[src/rtl/layer_output_serializer_pkg.sv]
// Shared types and widths for the layer output serializer.
// Supplies `dataWidth/`ROM_bitwidth defaults and the SER state encoding.
`ifndef dataWidth
`define dataWidth 16
`endif
`ifndef ROM_bitwidth
`define ROM_bitwidth 16
`endif

package layer_output_serializer_pkg;

  typedef enum logic {
    SER_COLLECT = 1'b0,
    SER_SEND    = 1'b1
  } ser_state_e;

endpackage

[src/rtl/layer_output_serializer_if.sv]
// Serialized beat stream from the serializer to the next layer.
// master drives data/valid/last/idx, slave drives out_ready.
interface layer_output_serializer_if #(
  parameter int OUT_WIDTH = 16,
  parameter int IDX_WIDTH = 4
);
  logic [OUT_WIDTH-1:0] out_data;
  logic                 out_valid;
  logic                 out_ready;
  logic                 out_last;
  logic [IDX_WIDTH-1:0] out_idx;

  modport master (
    output out_data, out_valid, out_last, out_idx,
    input  out_ready
  );

  modport slave (
    input  out_data, out_valid, out_last, out_idx,
    output out_ready
  );
endinterface

[src/rtl/layer_output_serializer_argmax.sv]
// layer_argmax_tracker: running unsigned max over a frame's captures.
// Ports: clk, rst(sync low), cap/vals in, clr/load ctl, argmax_idx/valid out.
import layer_output_serializer_pkg::*;

module layer_argmax_tracker #(
  parameter int NUM_NEURONS = 10,
  parameter int IN_WIDTH    = 16,
  parameter int IDX_WIDTH   = 4
) (
  input  logic                          clk,
  input  logic                          rst,
  input  logic [NUM_NEURONS-1:0]        cap,
  input  logic [NUM_NEURONS*IN_WIDTH-1:0] vals,
  input  logic                          clr,
  input  logic                          load,
  output logic [IDX_WIDTH-1:0]          argmax_idx,
  output logic                          argmax_valid
);

  logic                 have_q, have_d;
  logic [IN_WIDTH-1:0]  max_q, max_d;
  logic [IDX_WIDTH-1:0] run_q, run_d;
  logic [IDX_WIDTH-1:0] aidx_q, aidx_d;
  logic                 avld_q, avld_d;

  // Ascending scan; equal values from a lower index win even
  // when the higher index arrived in an earlier cycle.
  always_comb begin
    have_d = have_q;
    max_d  = max_q;
    run_d  = run_q;
    for (int i = 0; i < NUM_NEURONS; i++) begin
      if (cap[i]) begin
        if (!have_d
            || vals[i*IN_WIDTH +: IN_WIDTH] > max_d
            || (vals[i*IN_WIDTH +: IN_WIDTH] == max_d
                && IDX_WIDTH'(i) < run_d)) begin
          have_d = 1'b1;
          max_d  = vals[i*IN_WIDTH +: IN_WIDTH];
          run_d  = IDX_WIDTH'(i);
        end
      end
    end
    if (clr) have_d = 1'b0;
    aidx_d = load ? run_q : aidx_q;
    avld_d = load;
  end

  always_ff @(posedge clk) begin
    if (!rst) begin
      have_q <= 1'b0;
      max_q  <= '0;
      run_q  <= '0;
      aidx_q <= '0;
      avld_q <= 1'b0;
    end else begin
      have_q <= have_d;
      max_q  <= max_d;
      run_q  <= run_d;
      aidx_q <= aidx_d;
      avld_q <= avld_d;
    end
  end

  assign argmax_idx   = aidx_q;
  assign argmax_valid = avld_q;

endmodule

[src/rtl/layer_output_serializer.sv]
// Captures a layer's neuron outputs, replays them one beat per accept.
// Ports: clk, rst(sync low), neuron_out/valid in, out_if stream, overflow,
// argmax_idx/argmax_valid only when LAYER_SER_ARGMAX_EN is defined.
import layer_output_serializer_pkg::*;

module layer_output_serializer #(
  parameter int NUM_NEURONS = 10,
  parameter int IN_WIDTH    = `ROM_bitwidth,
  parameter int OUT_WIDTH   = `dataWidth,
  parameter int IDX_WIDTH   = $clog2(NUM_NEURONS)
) (
  input  logic                            clk,
  input  logic                            rst,
  input  logic [NUM_NEURONS*IN_WIDTH-1:0] neuron_out,
  input  logic [NUM_NEURONS-1:0]          neuron_valid,
  layer_output_serializer_if.master       out_if,
`ifdef LAYER_SER_ARGMAX_EN
  output logic [IDX_WIDTH-1:0]            argmax_idx,
  output logic                            argmax_valid,
`endif
  output logic                            overflow
);

  if (IN_WIDTH > OUT_WIDTH) begin : g_width_chk
    $error("IN_WIDTH must not exceed OUT_WIDTH");
  end

  localparam logic [IDX_WIDTH-1:0] LAST =
    IDX_WIDTH'(NUM_NEURONS - 1);

  ser_state_e           state_q, state_d;
  logic [NUM_NEURONS-1:0] got_q, got_d;
  logic [IDX_WIDTH-1:0] idx_q, idx_d;
  logic                 vld_q, vld_d;
  logic [OUT_WIDTH-1:0] dat_q, dat_d;
  logic                 ovf_q, ovf_d;
  logic [IN_WIDTH-1:0]  act_q [NUM_NEURONS];
  logic [IN_WIDTH-1:0]  act_d [NUM_NEURONS];

  always_comb begin
    state_d = state_q;
    got_d   = got_q;
    idx_d   = idx_q;
    vld_d   = vld_q;
    dat_d   = dat_q;
    ovf_d   = ovf_q;
    act_d   = act_q;
    unique case (state_q)
      SER_COLLECT: begin
        for (int i = 0; i < NUM_NEURONS; i++) begin
          if (neuron_valid[i]) begin
            if (!got_q[i]) begin
              act_d[i] = neuron_out[i*IN_WIDTH +: IN_WIDTH];
              got_d[i] = 1'b1;
            end else begin
              ovf_d = 1'b1;
            end
          end
        end
        if (&got_d) state_d = SER_SEND;
      end
      SER_SEND: begin
        if (|neuron_valid) ovf_d = 1'b1;
        // First SEND cycle only loads beat 0 into the output regs.
        if (!vld_q) begin
          vld_d = 1'b1;
          dat_d = OUT_WIDTH'(act_q[idx_q]);
        end else if (out_if.out_ready) begin
          if (idx_q == LAST) begin
            vld_d   = 1'b0;
            dat_d   = '0;
            idx_d   = '0;
            got_d   = '0;
            state_d = SER_COLLECT;
          end else begin
            idx_d = idx_q + 1'b1;
            dat_d = OUT_WIDTH'(act_q[idx_d]);
          end
        end
      end
      default: state_d = SER_COLLECT;
    endcase
  end

  always_ff @(posedge clk) begin
    if (!rst) begin
      state_q <= SER_COLLECT;
      got_q   <= '0;
      idx_q   <= '0;
      vld_q   <= 1'b0;
      dat_q   <= '0;
      ovf_q   <= 1'b0;
    end else begin
      state_q <= state_d;
      got_q   <= got_d;
      idx_q   <= idx_d;
      vld_q   <= vld_d;
      dat_q   <= dat_d;
      ovf_q   <= ovf_d;
    end
  end

  always_ff @(posedge clk) begin
    act_q <= act_d;
  end

  assign out_if.out_valid = vld_q;
  assign out_if.out_data  = dat_q;
  assign out_if.out_idx   = idx_q;
  assign out_if.out_last  = vld_q && (idx_q == LAST);
  assign overflow         = ovf_q;

`ifdef LAYER_SER_ARGMAX_EN
  logic [NUM_NEURONS-1:0] am_cap;
  logic                   am_clr;
  logic                   am_load;

  assign am_cap  = (state_q == SER_COLLECT)
                   ? (neuron_valid & ~got_q) : '0;
  assign am_clr  = (state_q == SER_SEND) && vld_q
                   && out_if.out_ready && (idx_q == LAST);
  assign am_load = (state_q == SER_SEND) && !vld_q;

  layer_argmax_tracker #(
    .NUM_NEURONS (NUM_NEURONS),
    .IN_WIDTH    (IN_WIDTH),
    .IDX_WIDTH   (IDX_WIDTH)
  ) u_argmax (
    .clk          (clk),
    .rst          (rst),
    .cap          (am_cap),
    .vals         (neuron_out),
    .clr          (am_clr),
    .load         (am_load),
    .argmax_idx   (argmax_idx),
    .argmax_valid (argmax_valid)
  );
`endif

endmodule
[src/flat_wrapper.sv]
// flat-port wrapper written by rule: the top's interface ports become plain ports
module layer_output_serializer_flat 
#(
  parameter int NUM_NEURONS = 10,
  parameter int IN_WIDTH    = `ROM_bitwidth,
  parameter int OUT_WIDTH   = `dataWidth,
  parameter int IDX_WIDTH   = $clog2(NUM_NEURONS)
)
  (clk, rst, neuron_out, neuron_valid, overflow, out_if_out_data, out_if_out_valid, out_if_out_last, out_if_out_idx, out_if_out_ready);
  layer_output_serializer_if #(.OUT_WIDTH(OUT_WIDTH), .IDX_WIDTH(IDX_WIDTH)) out_if_i ();
  input  logic clk;
  input  logic rst;
  input  logic [NUM_NEURONS*IN_WIDTH-1:0] neuron_out;
  input  logic [NUM_NEURONS-1:0] neuron_valid;
  output logic overflow;
  output wire logic [$bits(out_if_i.out_data)-1:0] out_if_out_data;
  output wire logic [$bits(out_if_i.out_valid)-1:0] out_if_out_valid;
  output wire logic [$bits(out_if_i.out_last)-1:0] out_if_out_last;
  output wire logic [$bits(out_if_i.out_idx)-1:0] out_if_out_idx;
  input wire logic [$bits(out_if_i.out_ready)-1:0] out_if_out_ready;
  assign out_if_out_data = out_if_i.out_data;
  assign out_if_out_valid = out_if_i.out_valid;
  assign out_if_out_last = out_if_i.out_last;
  assign out_if_out_idx = out_if_i.out_idx;
  assign out_if_i.out_ready = out_if_out_ready;
  layer_output_serializer #(.NUM_NEURONS(NUM_NEURONS), .IN_WIDTH(IN_WIDTH), .OUT_WIDTH(OUT_WIDTH), .IDX_WIDTH(IDX_WIDTH)) u_core (.clk(clk), .rst(rst), .neuron_out(neuron_out), .neuron_valid(neuron_valid), .out_if(out_if_i), .overflow(overflow));
endmodule
[config.mk]
export PLATFORM = sky130hd
export DESIGN_NAME = layer_output_serializer_flat
export DESIGN_NICKNAME = d
export VERILOG_FILES = /design/src/rtl/layer_output_serializer_pkg.sv /design/src/rtl/layer_output_serializer_if.sv /design/src/rtl/layer_output_serializer_argmax.sv /design/src/rtl/layer_output_serializer.sv /design/src/flat_wrapper.sv
export SDC_FILE = /design/constraint.sdc
export NUM_CORES = 1
export LEC_CHECK = 0
export CORE_ASPECT_RATIO = 1.5
export CORE_UTILIZATION = 30
export DETAILED_ROUTE_END_ITERATION = 10
export PLACE_DENSITY = 0.63
export SLEW_MARGIN = 20
export SYNTH_ARGS = -nofsm -noshare
export SYNTH_HDL_FRONTEND = slang
export SYNTH_HIERARCHICAL = 1
export SYNTH_SLANG_ARGS = --single-unit
export TNS_END_PERCENT = 5
[constraint.sdc]
create_clock -name clk -period 2.5 [get_ports clk]
set_input_delay 0.5 -clock clk [delete_from_list [all_inputs] [get_ports clk]]
set_output_delay 0.5 -clock clk [all_outputs]
set_load 0.005 [all_outputs]
==> impl_metrics.env, run 1 <==
export IMPL_max_slew_margin_pct=63.1
export IMPL_worst_clock_skew_ns=0.00952
export IMPL_clk_pin_slew_ns=0.07
export IMPL_dpl_cell_count=1137
export IMPL_clock_root_buffer="clkbuf_16"
export IMPL_final_cells=1172
export IMPL_cts_tree="built"
export IMPL_cts_sinks=193
export IMPL_setup_worst_path_class="flop to output pin"
export IMPL_antenna_found_initial=3
export IMPL_dieArea_um2=30600
export IMPL_fin_crit_sh_pct=96.8
export IMPL_finalSetupViolations=0
export IMPL_gp_congestion=0.874
export IMPL_synth_cells=558
export IMPL_final_cell_mix="clkdlybuf4s50_1, edfxtp_1, mux2i_1, mux4_2, dfxtp_1"
export IMPL_dp_slack_ns=0.244
export IMPL_start_util_pct=30.5
export IMPL_avgRoutedWirePerCell_um=21.6
export IMPL_nNetsFinal=936
export IMPL_status="completed"
export IMPL_whs_ns=0.472
export IMPL_crit_path_start_kind="flop"
export IMPL_layout_commonest_cell="clkdlybuf4s50_1"
export IMPL_fmax_mhz=413
export IMPL_hold_path_class="flop to flop"
export IMPL_synth_area_per_cell_um2=16.0
export IMPL_grt_pass1_wl_um=37100
export IMPL_die_w_um=143
export IMPL_ys_flop_type="edfxtp_1"
export IMPL_setup_tns_ns=0
export IMPL_hold_viol=0
export IMPL_portBuffers=195
export IMPL_cts_max_path_buffers=2
export IMPL_yosysWarnings=6
export IMPL_fin_ws_ns=0.0791
export IMPL_die_h_um=214
export IMPL_r2r_cells=7
export IMPL_ir_worst_vdd_mv=0.483
export IMPL_cts_setup_buffers=0
export IMPL_arrival_ns=1.92
export IMPL_synth_edf_count=160
export IMPL_vias=5829
export IMPL_period_needed_ns=2.42
export IMPL_yosysUniqueCellTypes=50
export IMPL_first_iter_violations=574
export IMPL_cts_inserted_buffers=17
export IMPL_total_power_w=0.00706
export IMPL_ctsHoldBuffers=0
export IMPL_ant_nets=0
export IMPL_drc=0
export IMPL_ys_ff_latch=193
export IMPL_endpoint_kind="output pin"
export IMPL_critPathMaxFanout=4
export IMPL_synth_area_um2=8950
export IMPL_io_pins=196
export IMPL_pwr_density_cell_nw_per_um2=587
export IMPL_htree_levels=4
export IMPL_cap_violations=0
export IMPL_worstMarginPinSlew_ns=0.550
export IMPL_drive_gt1_share_pct=20.4
export IMPL_ys_async_sr_fraction_pct=0
export IMPL_rsz0062_at_grt="no"
export IMPL_cp_required_ns=2.00
export IMPL_grt_max_degree=68
export IMPL_synthesis_nets=733
export IMPL_p_leak_nw=3.76
export IMPL_drv_slew=0
export IMPL_routed_wl_um=25300
export IMPL_first_pass_iters=5
export IMPL_core_area_um2=29400
export IMPL_post_dp_hpwl_um=19600
export IMPL_row_count=77
export IMPL_gr_usage_all_layers_pct=17.0
export IMPL_first_global_vias=6136
export IMPL_overflow=0
export IMPL_clock_latency_ns=0.43
export IMPL_ys_seq_area_share_pct=61.0
export IMPL_area_delta_synth_final_pct=34.3
export IMPL_via_per_inst=4.97
export IMPL_whs_path_depth=1
export IMPL_ctsResizeCount=0
[cells in the mapped netlist (all sizes together) (16+ instances only)]
cell type	number	share of area (%)
dfxtp	33	7.4
o221a	16	2.0
mux2	16	2.0
edfxtp	160	54
mux2i	64	7.2
a221oi	16	1.6
nand2	20	0.87
mux4	48	12
nor2	18	0.84
o21ai	21	1.2
a21oi	31	1.9
buf	32	2.8
o221ai	16	1.6
[cell families after synthesis]
group	after synthesis	synth area share, %
buf+inv	46	3.35
mux	128	21.2
xor+xnor	2	0.405
simple gates	74	4.43
fa+ha+maj	2	0.279
flops	193	61.0
compound gates	113	9.26
[layer usage]
| metal | up-vias | share of wire (%) | GRT usage [%] |
|---|---|---|---|
| met5 | - | 0 | 0 |
| met4 | 0 | 2.4 | 7.08 |
| met3 | 26 | 6.0 | 3.28 |
| met2 | 214 | 54 | 30.6 |
| met1 | 2891 | 38 | 19.5 |
| li1 | 2698 | - | - |
[sequential cells by signal, indices dropped and copies added, names as in the netlist]
register                 flops
u_core/act_q               160
u_core/out_if.out_data      16
u_core/got_q                10
u_core/out_if.out_idx        4
u_core/out_if.out_valid      1
u_core/overflow              1
u_core/state_q               1
[per-stage QoR]
| stage | instance area [um^2] | utilization, % |
|---|---|---|
| floorplan | 8960 | - |
| global placement | 11500 | 39.0 |
| detailed placement | 11500 | 39.0 |
| CTS | 12000 | 40.9 |
| global route | 12000 | 40.9 |
| finish | 12000 | 40.9 |
[worst paths after layout]
path / slack, ns / start / end
min reg2reg: 0.47 / u_core/overflow$_SDFFE_PN0P_ / u_core/overflow$_SDFFE_PN0P_
max reg2reg: 0.20 / u_core/out_if.out_idx[1]$_SDFFE_PN0P_ / u_core/out_if.out_data[2]$_SDFFE_PN0P_
min: 0.47 / u_core/overflow$_SDFFE_PN0P_ / u_core/overflow$_SDFFE_PN0P_
max: 0.08 / u_core/out_if.out_idx[0]$_SDFFE_PN0P_ / out_if_out_last
[critical path: stages, from the launching register on]
cell	delay, ns
dfxtp_4	0.39
ha_2	0.17
and3b_1	0.18
and2_1	0.22
clkdlybuf4s50_1	0.53
[cell type report]
cell class / count / area, um^2
Antenna cell: 3 / 7.51
Multi-Input combinational cell: 319 / 3250
Tap cell: 395 / 494
Sequential cell: 193 / 5470
Inverter: 4 / 15.0
Fill cell: 2716 / 17400
Clock inverter: 14 / 131
Clock buffer: 18 / 429
Timing Repair Buffer: 226 / 2230
[where the power goes]
group | total [W] | leakage, nW | internal, W | switching (W)
Sequential | 0.00379 | 1.79 | 0.00369 | 0.0000996
Combinational | 0.000673 | 1.71 | 0.000400 | 0.000272
Clock | 0.00260 | 0.266 | 0.00139 | 0.00121
Total | 0.00706 | 3.76 | 0.00548 | 0.00158
Note: power is estimated with default switching activity, not from simulation.
==> inputs of run 2 (changes only) <==
--- a/config.mk
+++ b/config.mk
@@ -9,7 +9,6 @@
 export CORE_UTILIZATION = 30
 export DETAILED_ROUTE_END_ITERATION = 10
 export PLACE_DENSITY = 0.63
-export SLEW_MARGIN = 20
 export SYNTH_ARGS = -nofsm -noshare
 export SYNTH_HDL_FRONTEND = slang
 export SYNTH_HIERARCHICAL = 1
==> results of run 2 <==
Final layout, timing and power as in run 1 (identical DEF).
